[config.mk]
export PLATFORM = sky130hd
export DESIGN_NAME = divide_seq
export DESIGN_NICKNAME = d
export VERILOG_FILES = /design/src/rtl/divide_seq.sv
export SDC_FILE = /design/constraint.sdc
export NUM_CORES = 1
export LEC_CHECK = 0
export BUFFER_PORTS_ARGS = -buffer_cell sky130_fd_sc_hd__buf_2
export CORE_AREA = 2 2 109 111
export CTS_CLUSTER_DIAMETER = 80
export DETAILED_ROUTE_END_ITERATION = 12
export DIE_AREA = 0 0 111 113
export PLACE_DENSITY = 0.64
export SLEW_MARGIN = 20
export SYNTH_ARGS = -nofsm -noshare
export SYNTH_HDL_FRONTEND = slang
export SYNTH_SLANG_ARGS = --single-unit
[constraint.sdc]
create_clock -name clk -period 7.2 [get_ports clk]
set_clock_uncertainty 0.15 [all_clocks]
set_input_delay 0.72 -clock clk [delete_from_list [all_inputs] [get_ports clk]]
set_output_delay 0.72 -clock clk [all_outputs]
set_load 0.01 [all_outputs]
[src/rtl/divide_seq.sv]
// divide_seq: iterative radix-2 restoring divider producing quotient and
// remainder of two DATA_WIDTH operands, one result bit per clock, with a
// valid/ready handshake on both sides and one operation in flight.
//
// Optional build macro: DIVIDE_SEQ_SIGNED_EN
//   undefined (default) - unsigned operands, no sign logic at all
//   defined             - two's complement operands; magnitudes are divided
//                         and signs restored on the way into DONE, so the
//                         latency is identical to the unsigned build.
module divide_seq #(
   parameter int DATA_WIDTH = 16
) (
   input  logic                  clk,
   input  logic                  rst,
   input  logic                  in_valid,
   output logic                  in_ready,
   input  logic [DATA_WIDTH-1:0] dividend,
   input  logic [DATA_WIDTH-1:0] divisor,
   output logic                  out_valid,
   input  logic                  out_ready,
   output logic [DATA_WIDTH-1:0] quotient,
   output logic [DATA_WIDTH-1:0] remainder,
   output logic                  div_by_zero
);

   localparam int CW = $clog2(DATA_WIDTH);
   localparam logic [CW-1:0] LAST_ITER = CW'(DATA_WIDTH - 1);
   localparam logic [CW-1:0] CNT_ONE   = CW'(1);

   typedef enum logic [1:0] {
      IDLE = 2'd0,
      CALC = 2'd1,
      DONE = 2'd2
   } state_t;

   state_t                state;
   logic [CW-1:0]         count;
   // Remaining dividend bits leave at the top while quotient bits enter at
   // the bottom, so after the last iteration this register is the quotient.
   logic [DATA_WIDTH-1:0] work;
   logic [DATA_WIDTH:0]   part_rem;
   logic [DATA_WIDTH-1:0] dsr;

   logic [DATA_WIDTH:0]   shifted;
   logic [DATA_WIDTH:0]   trial;
   logic                  fits;
   logic [DATA_WIDTH:0]   rem_next;
   logic [DATA_WIDTH-1:0] work_next;

   logic [DATA_WIDTH-1:0] dvd_mag;
   logic [DATA_WIDTH-1:0] dsr_mag;
   logic [DATA_WIDTH-1:0] final_q;
   logic [DATA_WIDTH-1:0] final_r;
   logic [DATA_WIDTH-1:0] dz_q;

   // Handshake flags are decoded straight from the state register so there is
   // no combinational path from in_valid or out_ready to either of them.
   assign in_ready  = (state == IDLE);
   assign out_valid = (state == DONE);

   // One restoring step: shift in the next dividend bit, subtract the divisor
   // if it fits and record whether it did as the next quotient bit.
   always_comb begin
      shifted   = {part_rem[DATA_WIDTH-1:0], work[DATA_WIDTH-1]};
      trial     = shifted - {1'b0, dsr};
      fits      = (shifted >= {1'b0, dsr});
      rem_next  = fits ? trial : shifted;
      work_next = {work[DATA_WIDTH-2:0], fits};
   end

`ifdef DIVIDE_SEQ_SIGNED_EN
   logic neg_q;
   logic neg_r;

   // Operand magnitudes going in and sign restoration coming out; the most
   // negative value negates to itself, which is exactly its magnitude.
   always_comb begin
      dvd_mag = dividend[DATA_WIDTH-1] ? -dividend : dividend;
      dsr_mag = divisor[DATA_WIDTH-1]  ? -divisor  : divisor;
      final_q = neg_q ? -work_next : work_next;
      final_r = neg_r ? -rem_next[DATA_WIDTH-1:0] : rem_next[DATA_WIDTH-1:0];
      dz_q    = dividend[DATA_WIDTH-1] ? DATA_WIDTH'(1) : '1;
   end

   // Result signs are captured with the operands: quotient is negative when
   // the operand signs differ, remainder follows the dividend.
   always_ff @(posedge clk) begin
      if (rst) begin
         neg_q <= 1'b0;
         neg_r <= 1'b0;
      end else if (state == IDLE && in_valid) begin
         neg_q <= dividend[DATA_WIDTH-1] ^ divisor[DATA_WIDTH-1];
         neg_r <= dividend[DATA_WIDTH-1];
      end
   end
`else
   // Unsigned build: operands and results pass through untouched.
   always_comb begin
      dvd_mag = dividend;
      dsr_mag = divisor;
      final_q = work_next;
      final_r = rem_next[DATA_WIDTH-1:0];
      dz_q    = '1;
   end
`endif

   // Control FSM with the datapath registers: accept in IDLE, iterate
   // DATA_WIDTH times in CALC, present and hold the result in DONE.
   always_ff @(posedge clk) begin
      if (rst) begin
         state       <= IDLE;
         count       <= '0;
         work        <= '0;
         part_rem    <= '0;
         dsr         <= '0;
         quotient    <= '0;
         remainder   <= '0;
         div_by_zero <= 1'b0;
      end else begin
         case (state)
            IDLE: begin
               if (in_valid) begin
                  if (divisor == '0) begin
                     quotient    <= dz_q;
                     remainder   <= dividend;
                     div_by_zero <= 1'b1;
                     state       <= DONE;
                  end else begin
                     work     <= dvd_mag;
                     dsr      <= dsr_mag;
                     part_rem <= '0;
                     count    <= '0;
                     state    <= CALC;
                  end
               end
            end
            CALC: begin
               part_rem <= rem_next;
               work     <= work_next;
               if (count == LAST_ITER) begin
                  quotient    <= final_q;
                  remainder   <= final_r;
                  div_by_zero <= 1'b0;
                  count       <= '0;
                  state       <= DONE;
               end else begin
                  count <= count + CNT_ONE;
               end
            end
            DONE: begin
               if (out_ready) begin
                  state <= IDLE;
               end
            end
            default: begin
               state <= IDLE;
            end
         endcase
      end
   end

endmodule
## After elaboration in Yosys (flattened, before gate mapping)

Cells that the tools add are included.

- Bits in registers: 87
- Latch bits: 0
- Bits in writable memories: 0
- Bits in read-only memories: 0
- Output and inout bits: 35
- Word-level logic and storage cells: 55
- Memories: 0

- Add/subtract/negate cells: 2
- Multiply operators: 0
- Div/mod/pow operators: 0
- $lt $le $gt $ge: 1
- Equality and inequality tests: 8
- Shifts and indexed selects: 0
- Mux-type cells: 28
- Bitwise gates (word level): 1
- Reductions and logical operators: 7

Operators by type and width:

| operator | count |
|---|---|
| $mux W16 | 11 |
| $pmux W16 S2 | 4 |
| $ge A17 B16 Y1 | 1 |
| $logic_not A16 Y1 | 1 |
| $sub A16 B16 Y16 | 1 |
| $mux W4 | 3 |
| $reduce_and A3 Y1 | 3 |
| $mux W2 | 4 |
| $pmux W4 S2 | 1 |
| $ne A2 B2 Y1 const B | 3 |
| $pmux W2 S3 | 1 |
| $add A4 B1 Y4 const B | 1 |
| $eq A4 B4 Y1 const B | 1 |
| $ne A2 B1 Y1 const B | 2 |
| $reduce_and A4 Y1 | 1 |
| $mux W1 | 3 |
| $eq A2 B1 Y1 const B | 1 |
| $eq A2 B2 Y1 const B | 1 |
| $logic_not A2 Y1 | 1 |
| $pmux W1 S2 | 1 |
| $reduce_bool A2 Y1 | 1 |
| $not A1 Y1 | 1 |

## Logic depth before layout (Yosys ltp)

Gate-level depths: netlist of the first run.

- Word-level depth: 4
- Depth in mapped cells: 12

## Worst setup path before layout of the first run

No wires, ideal clock.

- Path kind: register to register
- Start: register work[15]
- End: register remainder[8]
- Setup time: 0.091 ns
- Arrival time: 2.450 ns
- Path slack: 4.509 ns
- Cell stages (with the launch flop): 13
- Cells stage by stage: dfxtp_1 inv_1 ha_1 inv_1 fa_1 a21o_1 a21o_1 a21o_1 a2111o_1 nand3_1 nor3b_1 o21ai_1 a311oi_1

- Word-level cells in the longest chain between the ends: 4
- Elaborated cells between the ends (all ways): 5
- Classes of those cells: add/sub: 1; order compare: 1; mux: 3

Ends and longest elaborated chain:

| what | RTL line | RTL |
|---|---|---|
| start, declared | 40 | `logic [DATA_WIDTH-1:0] work;` |
| start signal, assigned | 129 | `work <= dvd_mag;` |
| start signal, assigned | 139 | `work <= work_next;` |
| $sub A16 B16 Y16 or $ge A17 B16 Y1 (tied branches) | 65, 66 |  |
| $mux W16 * | 67 | `rem_next = fits ? trial : shifted;` |
| $mux W16 * | 140 | `if (count == LAST_ITER) begin` |
| $pmux W16 S2 * | 120 | `case (state)` |
| end signal, assigned | 125 | `remainder <= dividend;` |
| end signal, assigned | 142 | `remainder <= final_r;` |
| end, declared | 22 | `output logic [DATA_WIDTH-1:0] remainder,` |

Every way passes the cells marked *; elsewhere a longest branch is shown, timed or not. The select of a mux whose other input is x is not followed.
A chain may end at the register's enable or synchronous reset.

## Worst setup path after layout of the first run

- Start: register dsr[1]
- End: register remainder[3]

- Word-level cells in the longest chain between the ends: 4
- Elaborated cells between the ends (all ways): 5
- Classes of those cells: add/sub: 1; order compare: 1; mux: 3

Ends and longest elaborated chain:

| what | RTL line | RTL |
|---|---|---|
| start, declared | 42 | `logic [DATA_WIDTH-1:0] dsr;` |
| start signal, assigned | 130 | `dsr <= dsr_mag;` |
| $sub A16 B16 Y16 or $ge A17 B16 Y1 (tied branches) | 65, 66 |  |
| $mux W16 * | 67 |  |
| $mux W16 * | 140 |  |
| $pmux W16 S2 * | 120 |  |

Marks and branches as above.

==> key figures, run 1 <==
Status
  • Outcome: complete, no violations

Worst setup path
  • Slowest cell on the critical path: a21o_1
  • R2R setup slack: 4.15 ns
  • Required time worst endpoint: 7.23 ns
  • Startpoint types: flip-flop
  • Worst Setup Path Type: flip-flop to flip-flop
  • CP Capture Type: flip-flop
  • CP peak stage delay: 0.59 ns
  • Worst Reg-to-Reg Cells: 10
  • Worst r2r dst: remainder[3]
  • CP arrival: 3.08 ns
  • CP cell instances: inv_1, ha_1, nor2b_1, o31a_1, o21ai_4, o21ai_2, a21o_1, mux2_1, nand2_1, a311oi_1
  • Cell family with the largest share of critical-path delay: compound AO/OA/AOI/OAI gates
  • FF-to-FF Start: dsr[1]
  • Worst Path Buf+Inv: 1
  • Crit Path Max Fanout: 16

Timing
  • Max-slew headroom: 31.9%
  • RSZ-0062 raised after global routing: false
  • Min Tclk post-route: roughly 3.0 ns
  • Slew Limit Fails: 0
  • Slew @ Worst Pin: 1.02 ns
  • Setup Viol. Count Final: 0
  • Setup tns final: 0 ns
  • Count of final hold-check violations: 0
  • Max Clk Rate: 0.328 GHz
  • Fin crit share: 42.4%

Drt
  • Residual DRC: 0
  • Initial drt markers: 162
  • DR vias: 3934
  • Vias/cell: 5.38
  • Total Wirelength: 11200 um
  • Router iterations before antenna repair: 4
  • Antenna Nets Post-Route: 0
  • Avg WL per Cell: 15.4 um

Global routing
  • Largest net degree at the start of global routing: just under 90
  • Total grt overflow: 0
  • GR Util met3: ~2.7%
  • Gr usage total: 18.0%
  • Met2 usage: a little under a third
  • Met1 usage in global routing: a little under a quarter
  • Vias in the first global route: 3772
  • Initial antenna violation count: 0
  • Global route hottest layer: met2
  • First-pass GRT wire length: 18500 um

Logic synthesis
  • Ys Warns: 0
  • Number of flops mapped to enable cells by yosys: 0
  • Seq/Total Area, Yosys: 38.9%
  • Cell Area, Synth: 0.00448 mm2
  • Mean Syn Cell Area: between 8 and 9 um2
  • Ys async rst share: 0%
  • Syn nets: 585
  • Post-Syn Instances: 531
  • Synth cell types: 63
  • Main flop type after synthesis: dfxtp_1
  • Yosys reg bits: 87

Min path
  • Worst hold path type: flip-flop to flip-flop
  • Hold Crit Endpoint: work[0]
  • Hold path startpoint: work[0]
  • Hold path cells: 2

Floorplan
  • IO Pins: between 70 and 80
  • Initial core utilization: 39.8%
  • Die Wd: between 100 and 150 um
  • Core footprint: 0.0113 mm2
  • Die H: between 100 and 150 um
  • Die Area: 0.0125 mm2
  • Rows: 39

Clocking
  • Worst-path clk slew: 0.07 ns
  • Total CTS buffers: 9
  • Cells resized by post-CTS repair: 0
  • Sink Count: 87
  • CTS tree: yes
  • Worst skew pair latency: 0.34 ns
  • CTS root buf: clkbuf_16
  • H-tree lvl count: 3
  • Hold_buf cts: 0
  • Clock Path Buffers: 2
  • Post-CTS Setup Bufs: 0

Placed design
  • Count of input and output buffers: 70
  • GPL Wtd Cong: between 0.8 and 0.9
  • Post-DP HPWL: 8040 um
  • Placed cells: ~710
  • DP Area: 0.00489 mm2

Cells and area
  • ANT cells: 0
  • Most frequent cells in the layout: 87 x dfxtp_1, 79 x nor2_1, 70 x buf_2, 62 x nand2_1, 35 x nor3_1
  • Layout cells sized above 1: 19.2%
  • Final nets: 637
  • Finished Layout Cells: 731
  • Synthesis-to-layout area growth: 17.0%
  • Finished Cell Area: 0.00525 mm2
  • Fin util: 46.5%
  • Most common cell after layout, fill and taps aside: dfxtp_1

Pwr
  • Clock power frac: 24.3%
  • Share of power burned in combinational logic: a little under 50%
  • Net Switching: around 0.0008 W
  • Reg power frac: 27.2%
  • Maximum vdd drop: 0.247 mV
  • Static Leak: 2.20 nW
  • Switching share of power: 39.1%
  • P_int: 0.00127 W
  • Power Dens Cells: between 300 and 400 mW/mm2

Job
  • Max-cap check violation count: 0
-- state kept, by name (all words and copies together), names as in the netlist --
name         flops
div_by_zero      1
quotient        16
work            16
state            2
remainder       16
count            4
part_rem        16
dsr             16
-- worst min-delay path, delay by kind of cell, from the launching register on --
kind	cells	cell delay, ns
AO/OA/AOI/OAI	1	0.05
AND/OR/NAND/NOR	1	0.06
flip-flops	1	0.33
-- power by group through the flow --
stage	clock [W]	sequential [W]	combinational [W]
after CTS	0.000513	0.000570	0.00101
after global routing	0.000538	0.000575	0.00112
after global placement	0	0.000579	0.000992
after detailed placement	0	0.000581	0.00101
after floorplan	0	0.000565	0.000899
final	0.000508	0.000569	0.00101
-- per-layer routing --
| layer | wire length (um) | part of all wire (%) |
|---|---|---|
| met1 | 5150 | 46 |
| met2 | 5600 | 50 |
| met3 | 348 | 3.1 |
| met4 | 143 | 1.3 |
| met5 | 0 | 0 |
-- per-stage QoR --
stage                     setup slack, ns  total power (W)  hold WS [ns]
after floorplan                      4.51          0.00146         0.296
after global placement               3.63          0.00157         0.311
after detailed placement             3.55          0.00159         0.321
after CTS                            3.88          0.00210         0.331
after global routing                 3.83          0.00223         0.337
final                                4.15          0.00209         0.331
-- cells by family (layout without fill, tap and decap cells) --
logic type                 count (synthesis)  count (layout)  synth area share [%]
AOI/OAI and AO/OA                        124             124                  22.3
xor gates and xnor gates                   7               7                  1.37
adders and majority gates                 18              18                  5.19
buffers and inverters                     56             113                  5.27
DFF                                       87              87                  38.9
muxes                                     27              27                  6.20
and+or+nand+nor                          212             212                  20.8
-- cell type report --
cell class | count | area [um2]
fillers | 1108 | 6030
inverters | 22 | 82.6
multi-input cells | 388 | 2510
flip-flops and latches | 87 | 1740
well taps | 143 | 179
clock inverters | 4 | 77.6
clock buffers | 12 | 246
repair buffers | 75 | 408
-- worst max path at each step --
| stage | endpoint | depth (start not counted) | slack, ns | startpoint |
|---|---|---|---|---|
| 3_5_place_dp | remainder[14] | 8 | 3.55 | divisor[3] |
| 2_1_floorplan | remainder[8] | 12 | 4.51 | work[15] |
| 4_1_cts | remainder[14] | 8 | 3.88 | divisor[3] |
| 3_3_place_gp | remainder[14] | 8 | 3.63 | divisor[3] |
| 6_report | remainder[3] | 10 | 4.15 | dsr[1] |
| 5_1_grt | remainder[3] | 9 | 3.83 | divisor[3] |
-- Yosys cell counts (all sizes together), types with 4 or more instances --
library cell	number	share of area, %
dfxtp	87	39
nor2	80	6.7
nand2	64	5.5
nor3	35	3.9
a21oi	31	3.8
a311oi	30	6.3
clkbuf	23	1.9
inv	22	1.8
mux2i	21	4.7
ha	17	4.7
a21o	13	2.2
buf	11	1.5
o21ai	11	1.7
o21a	7	1.2
mux2	6	1.5
o211ai	6	1.3
a211oi	5	0.95
nand3	5	0.56
nor4	5	0.70
xnor2	5	0.98
nand2b	4	0.56
nor2b	4	0.56
Power figures use the tool's default switching activity.
==> run 2: changes to the inputs <==
--- a/config.mk
+++ b/config.mk
@@ -10,7 +10,7 @@
 export CTS_CLUSTER_DIAMETER = 80
 export DETAILED_ROUTE_END_ITERATION = 12
 export DIE_AREA = 0 0 111 113
-export PLACE_DENSITY = 0.64
+export PLACE_DENSITY = 0.66
 export SLEW_MARGIN = 20
 export SYNTH_ARGS = -nofsm -noshare
 export SYNTH_HDL_FRONTEND = slang
==> constraint.sdc (replaced) <==
create_clock -name clk -period 2.6 [get_ports clk]
set_clock_uncertainty 0.15 [all_clocks]
set_input_delay 0.26 -clock clk [delete_from_list [all_inputs] [get_ports clk]]
set_output_delay 0.26 -clock clk [all_outputs]
set_load 0.01 [all_outputs]
==> key figures, run 2 (synthesized netlist as in run 1, its figures left out) <==
Worst setup path
  • Worst r2r dst: remainder[11]
  • Slowest cell on the critical path: dfxtp_1
  • Worst Path Buf+Inv: 3 (+2)
  • Critical path depth: 12 (+2)
  • Startpoint types: flip-flop
  • Crit Path Max Fanout: 5 (-11)
  • FF-to-FF Start: dsr[2]
  • Required time worst endpoint: 2.71 ns (-4.52 ns)
  • R2R setup slack: -0.09 ns (-4.24 ns)
  • CP peak stage delay: 0.34 ns (-0.25 ns)
  • Worst Setup Path Type: flip-flop to flip-flop
  • Worst Reg-to-Reg Cells: 12 (+2)
  • CP Capture Type: flip-flop
  • CP cell instances: inv_1, ha_1, o21a_1, o31a_1, o21ai_4, o21ai_2, buf_4, a21oi_4, buf_6, a221o_1, a21o_1, a311oi_1
  • CP arrival: 2.80 ns (-0.28 ns)
  • Cell family with the largest share of critical-path delay: compound AO/OA/AOI/OAI gates

Global routing
  • Met2 usage: 35.8% (+4.7 points)
  • First-pass GRT wire length: 20400 um (+11%)
  • Vias in the first global route: 4273 (+13%)
  • Largest net degree at the start of global routing: 47 (-47%)
  • Total grt overflow: 0 (unchanged)
  • Gr usage total: 20.0% (+2.0 points)
  • Met1 usage in global routing: 24.0% (+0.75 points)
  • Initial antenna violation count: 0 (unchanged)
  • GR Util met3: 4.28% (+1.6 points)
  • Global route hottest layer: met2

Floorplan
  • Die Wd: 111 um (unchanged)
  • IO Pins: 71 (unchanged)
  • Rows: 39 (unchanged)
  • Die Area: 0.0125 mm2 (unchanged)
  • Die H: 113 um (unchanged)
  • Initial core utilization: 39.8% (unchanged)
  • Core footprint: 0.0113 mm2 (unchanged)

Timing
  • Setup Viol. Count Final: 4 (+4)
  • Slew @ Worst Pin: 0.632 ns (-0.388 ns)
  • Fin crit share: 103% (+61 points)
  • RSZ-0062 raised after global routing: true
  • Max Clk Rate: 0.372 GHz (+13%)
  • Max-slew headroom: 57.9% (+26 points)
  • WHS: 0.0134 ns (-0.317 ns)
  • Min Tclk post-route: 2.69 ns (-0.361 ns)
  • Final worst setup slack: -0.0886 ns (-4.24 ns)
  • Slew Limit Fails: 0 (unchanged)
  • Count of final hold-check violations: 0 (unchanged)

Min path
  • Hold path startpoint: divisor[4]
  • Hold Crit Endpoint: dsr[4]
  • Hold path cells: 3 (+1)
  • Worst hold path type: input port to flip-flop

Pwr
  • P_int: 0.00426 W (+230%)
  • Switching share of power: 38.8% (-0.28 points)
  • Power Dens Cells: 1180 mW/mm2 (+200%)
  • Maximum vdd drop: 0.578 mV (+130%)
  • Reg power frac: 22.8% (-4.4 points)
  • Share of power burned in combinational logic: 58.6% (+10 points)
  • Clock power frac: 18.6% (-5.7 points)
  • Net Switching: 0.00270 W (+230%)
  • Static Leak: 2.51 nW (+14%)
  • Tot Pwr: 0.00696 W (+230%)

Cells and area
  • Most common cell after layout, fill and taps aside: dfxtp_1
  • Final nets: 696 (+9.3%)
  • Fillers: 1037 (-6.4%)
  • Synthesis-to-layout area growth: 31.0%
  • Most frequent cells in the layout: 80 x dfxtp_1, 78 x nor2_1, 70 x buf_2, 62 x nand2_1, 58 x buf_4
  • ANT cells: 0 (unchanged)
  • Layout cells sized above 1: 32.5% (+13 points)

Clocking
  • CTS root buf: clkbuf_16
  • Sink Count: 87 (unchanged)
  • Worst-path clk slew: 0.08 ns (about the same)
  • Worst skew pair latency: 0.35 ns (about the same)
  • Hold_buf cts: 0 (unchanged)
  • H-tree lvl count: 3 (unchanged)
  • CTS tree: yes
  • Clock Path Buffers: 2 (unchanged)
  • Total CTS buffers: 9 (unchanged)

Status
  • Failing checks: negative setup slack
  • Outcome: finished with violations

Drt
  • Router iterations before antenna repair: 5 (+1)
  • Initial drt markers: 233 (+44%)
  • DR vias: 4253 (+8.1%)
  • Avg WL per Cell: 15.4 um (+0.34%)
  • Residual DRC: 0 (unchanged)
  • Vias/cell: 5.38 (about the same)
  • Antenna Nets Post-Route: 0 (unchanged)
  • Total Wirelength: 12200 um (+8.4%)

Placed design
  • Post-DP HPWL: 8820 um (+9.7%)
  • Setup slack at placement: -0.143 ns (-3.69 ns)
  • Count of input and output buffers: 70 (unchanged)
  • GPL Wtd Cong: 0.850 (+4.0%)

Job
  • Max-cap check violation count: 0 (unchanged)
## run 2: power by group through the flow
| stage | clock (W) | sequential, W | combinational [W] |
|---|---|---|---|
| floorplan | 0 | 0.00156 | 0.00251 |
| CTS | 0.00133 | 0.00158 | 0.00368 |
| global route | 0.00138 | 0.00160 | 0.00443 |
| finish | 0.00130 | 0.00159 | 0.00408 |
| global placement | 0 | 0.00160 | 0.00347 |
| detailed placement | 0 | 0.00160 | 0.00352 |
## run 2: what timing repair did
item / in CTS / in global routing
setup buffers: 5 / 2
pin swaps: 20 / 17
resized for setup: 18 / 23
endpoints found under the setup margin: 24 / 30
## run 2: layer usage
layer / share of wire (%) / up-vias
li1: - / 2124
met1: 43 / 2035
met2: 51 / 77
met3: 3.7 / 17
met4: 2.0 / 0
met5: 0 / -
## run 2: layout make-up
class,instances,area [um2],area share [%]
clock buffer,9,225,3.83
tap,143,179,3.05
multi-input combinational,388,2680,45.6
clock inverter,7,72.6,1.24
sequential,87,1750,29.8
timing repair buffer,134,888,15.1
inverter,22,82.6,1.41
## run 2: worst min-delay path: cells and delay by family
family                 cells  cell delay, ns
buffers and inverters      1            0.09
multiplexers               1            0.06
AND/OR/NAND/NOR            1            0.07
## run 2: worst max path at each step
| stage | start | to | slack [ns] |
|---|---|---|---|
| finish | dsr[2] | remainder[11] | -0.09 |
| global placement | work[15] | remainder[8] | -0.08 |
| global route | dsr[2] | remainder[11] | -0.22 |
| detailed placement | work[15] | remainder[8] | -0.14 |
| floorplan | work[15] | remainder[8] | 0.009 |
| CTS | work[15] | remainder[8] | -0.06 |
## run 2: stage by stage
stage / instances / setup TNS [ns] / instance area (um2) / util [%]
2_1_floorplan: 531 / 0 / 4490 / -
3_3_place_gp: 767 / -0.462 / 5350 / 47.5
3_5_place_dp: 767 / -0.980 / 5350 / 47.5
4_1_cts: 788 / -0.139 / 5740 / 50.9
5_1_grt: 790 / -1.70 / 5870 / 52.1
6_report: 790 / -0.230 / 5870 / 52.1
==> run 3: changes to the inputs <==
--- a/config.mk
+++ b/config.mk
@@ -11,6 +11,7 @@
 export DETAILED_ROUTE_END_ITERATION = 12
 export DIE_AREA = 0 0 111 113
 export PLACE_DENSITY = 0.66
+export RECOVER_POWER = 25
 export SLEW_MARGIN = 20
 export SYNTH_ARGS = -nofsm -noshare
 export SYNTH_HDL_FRONTEND = slang
==> key figures, run 3 (synthesized netlist as in run 1, its figures left out) <==
Worst setup path
  • CP cell instances: inv_1, ha_1, o21a_1, o31a_1, o21ai_4, o21ai_2, buf_4, a21oi_4, buf_6, a221o_1, a21o_1, a311oi_1
  • CP arrival: 2.81 ns (about the same)
  • Critical Path Sink: remainder[11]
  • R2R setup slack: -0.1 ns (about the same)
  • Crit Path Max Fanout: 5 (unchanged)
  • FF-to-FF Start: dsr[2]
  • Worst Reg-to-Reg Cells: 12 (unchanged)
  • Slowest cell on the critical path: dfxtp_1
  • Worst Setup Path Type: flip-flop to flip-flop
  • CP Capture Type: flip-flop
  • Critical path depth: 12 (unchanged)
  • Worst Path Buf+Inv: 3 (unchanged)
  • Startpoint types: flip-flop
  • Setup crit start: dsr[2]
  • CP peak stage delay: 0.34 ns (about the same)
  • Required time worst endpoint: 2.71 ns (about the same)
  • Cell family with the largest share of critical-path delay: compound AO/OA/AOI/OAI gates
  • Worst r2r dst: remainder[11]

Global routing
  • Initial antenna violation count: 0 (unchanged)
  • Gr usage total: 20.0% (unchanged)
  • Total grt overflow: 0 (unchanged)
  • Largest net degree at the start of global routing: 47 (unchanged)
  • First-pass GRT wire length: 20400 um (unchanged)
  • Vias in the first global route: 4273 (unchanged)

Floorplan
  • IO Pins: 71 (unchanged)
  • Rows: 39 (unchanged)
  • Die Wd: 111 um (unchanged)
  • Die H: 113 um (unchanged)
  • Initial core utilization: 39.8% (unchanged)
  • Die Area: 0.0125 mm2 (unchanged)
  • Core footprint: 0.0113 mm2 (unchanged)

Pwr
  • Power Dens Cells: 1190 mW/mm2 (+0.63%)
  • Maximum vdd drop: 0.576 mV (-0.23%)
  • Static Leak: 2.39 nW (-4.6%)

Min path
  • Worst hold path type: input port to flip-flop
  • Hold path startpoint: divisor[4]

Timing
  • Max-slew headroom: 57.9% (about the same)
  • Slew Limit Fails: 0 (unchanged)
  • Setup Viol. Count Final: 4 (unchanged)
  • Max Clk Rate: 0.371 GHz (-0.33%)
  • Count of final hold-check violations: 0 (unchanged)
  • Slew @ Worst Pin: 0.632 ns (-0.0000445 ns)
  • Setup tns final: -0.223 ns (+0.00716 ns)
  • Fin crit share: 104% (+0.35 points)
  • RSZ-0062 raised after global routing: true
  • Final worst setup slack: -0.0976 ns (-0.00900 ns)
  • Min Tclk post-route: 2.70 ns (+0.00900 ns)
  • WHS: 0.0139 ns (+0.000499 ns)

Placed design
  • Count of input and output buffers: 70 (unchanged)
  • GPL Wtd Cong: 0.850 (unchanged)
  • Post-DP HPWL: 8820 um (unchanged)
  • DP Area: 0.00535 mm2 (unchanged)
  • Setup slack at placement: -0.143 ns (unchanged)

Drt
  • Total Wirelength: 12300 um (+0.71%)
  • Residual DRC: 0 (unchanged)
  • Vias/cell: 5.41 (+0.45%)
  • DR vias: 4272 (+0.45%)
  • Avg WL per Cell: 15.5 um (+0.71%)
  • Initial drt markers: 252 (+8.2%)
  • Antenna Nets Post-Route: 0 (unchanged)
  • Router iterations before antenna repair: 5 (unchanged)

Cells and area
  • Layout cells sized above 1: 28.4% (-4.0 points)
  • Final nets: 696 (unchanged)
  • Synthesis-to-layout area growth: 30.3%
  • ANT cells: 0 (unchanged)
  • Most common cell after layout, fill and taps aside: dfxtp_1
  • Most frequent cells in the layout: 80 x dfxtp_1, 78 x nor2_1, 62 x nand2_1, 58 x buf_4, 44 x buf_2
  • Finished Cell Area: 0.00584 mm2 (-0.55%)

Status
  • Failing checks: negative setup slack
  • Outcome: finished with violations

Clocking
  • CTS root buf: clkbuf_16
  • Worst skew pair latency: 0.35 ns (about the same)
  • CTS tree: yes
  • Total CTS buffers: 9 (unchanged)
  • Hold_buf cts: 0 (unchanged)
  • Worst-path clk slew: 0.08 ns (about the same)
  • Clock Path Buffers: 2 (unchanged)
  • H-tree lvl count: 3 (unchanged)
  • Sink Count: 87 (unchanged)

Job
  • Max-cap check violation count: 0 (unchanged)
run 3: power by group:
group	switching (W)	total [W]	internal (W)
Combinational	0.00196	0.00408	0.00212
Clock	0.000619	0.00130	0.000679
Sequential	0.000124	0.00159	0.00146
run 3: layout make-up:
type                    count  area (um2)
clock buffers               9         225
clock inverters             7        72.6
fillers                  1046        5430
inverters                  22        82.6
multi-input cells         388        2680
flip-flops and latches     87        1750
well taps                 143         179
repair buffers            134         856
run 3: tightest hold or removal path: stages:
cell	delay (ns)
buf_2	0.09
mux2i_1	0.06
nor2_1	0.07
run 3: how the worst min path moves through the flow:
stage	to	depth (start not counted)
CTS	dsr[4]	3
finish	dsr[4]	3
floorplan	dsr[0]	2
global route	dsr[4]	3
global placement	work[0]	2
detailed placement	quotient[0]	2
run 3: what timing repair did:
action	4_1_cts	5_1_grt
endpoints found under the setup margin	24	30
resized for setup	18	23
setup buffers	5	2
pin swaps	20	17
run 3: layer usage:
metal	wire, um	GRT usage, %
met5	0	0
met4	249	6.50
met3	480	4.28
met2	6220	35.8
met1	5320	24.0
run 3: through the flow:
step	power [W]	util, %	std cells
final	0.00697	51.8	790
after global routing	0.00741	51.8	790
after detailed placement	0.00512	47.5	767
after CTS	0.00659	50.9	788
after floorplan	0.00407	-	531
after global placement	0.00507	47.5	767
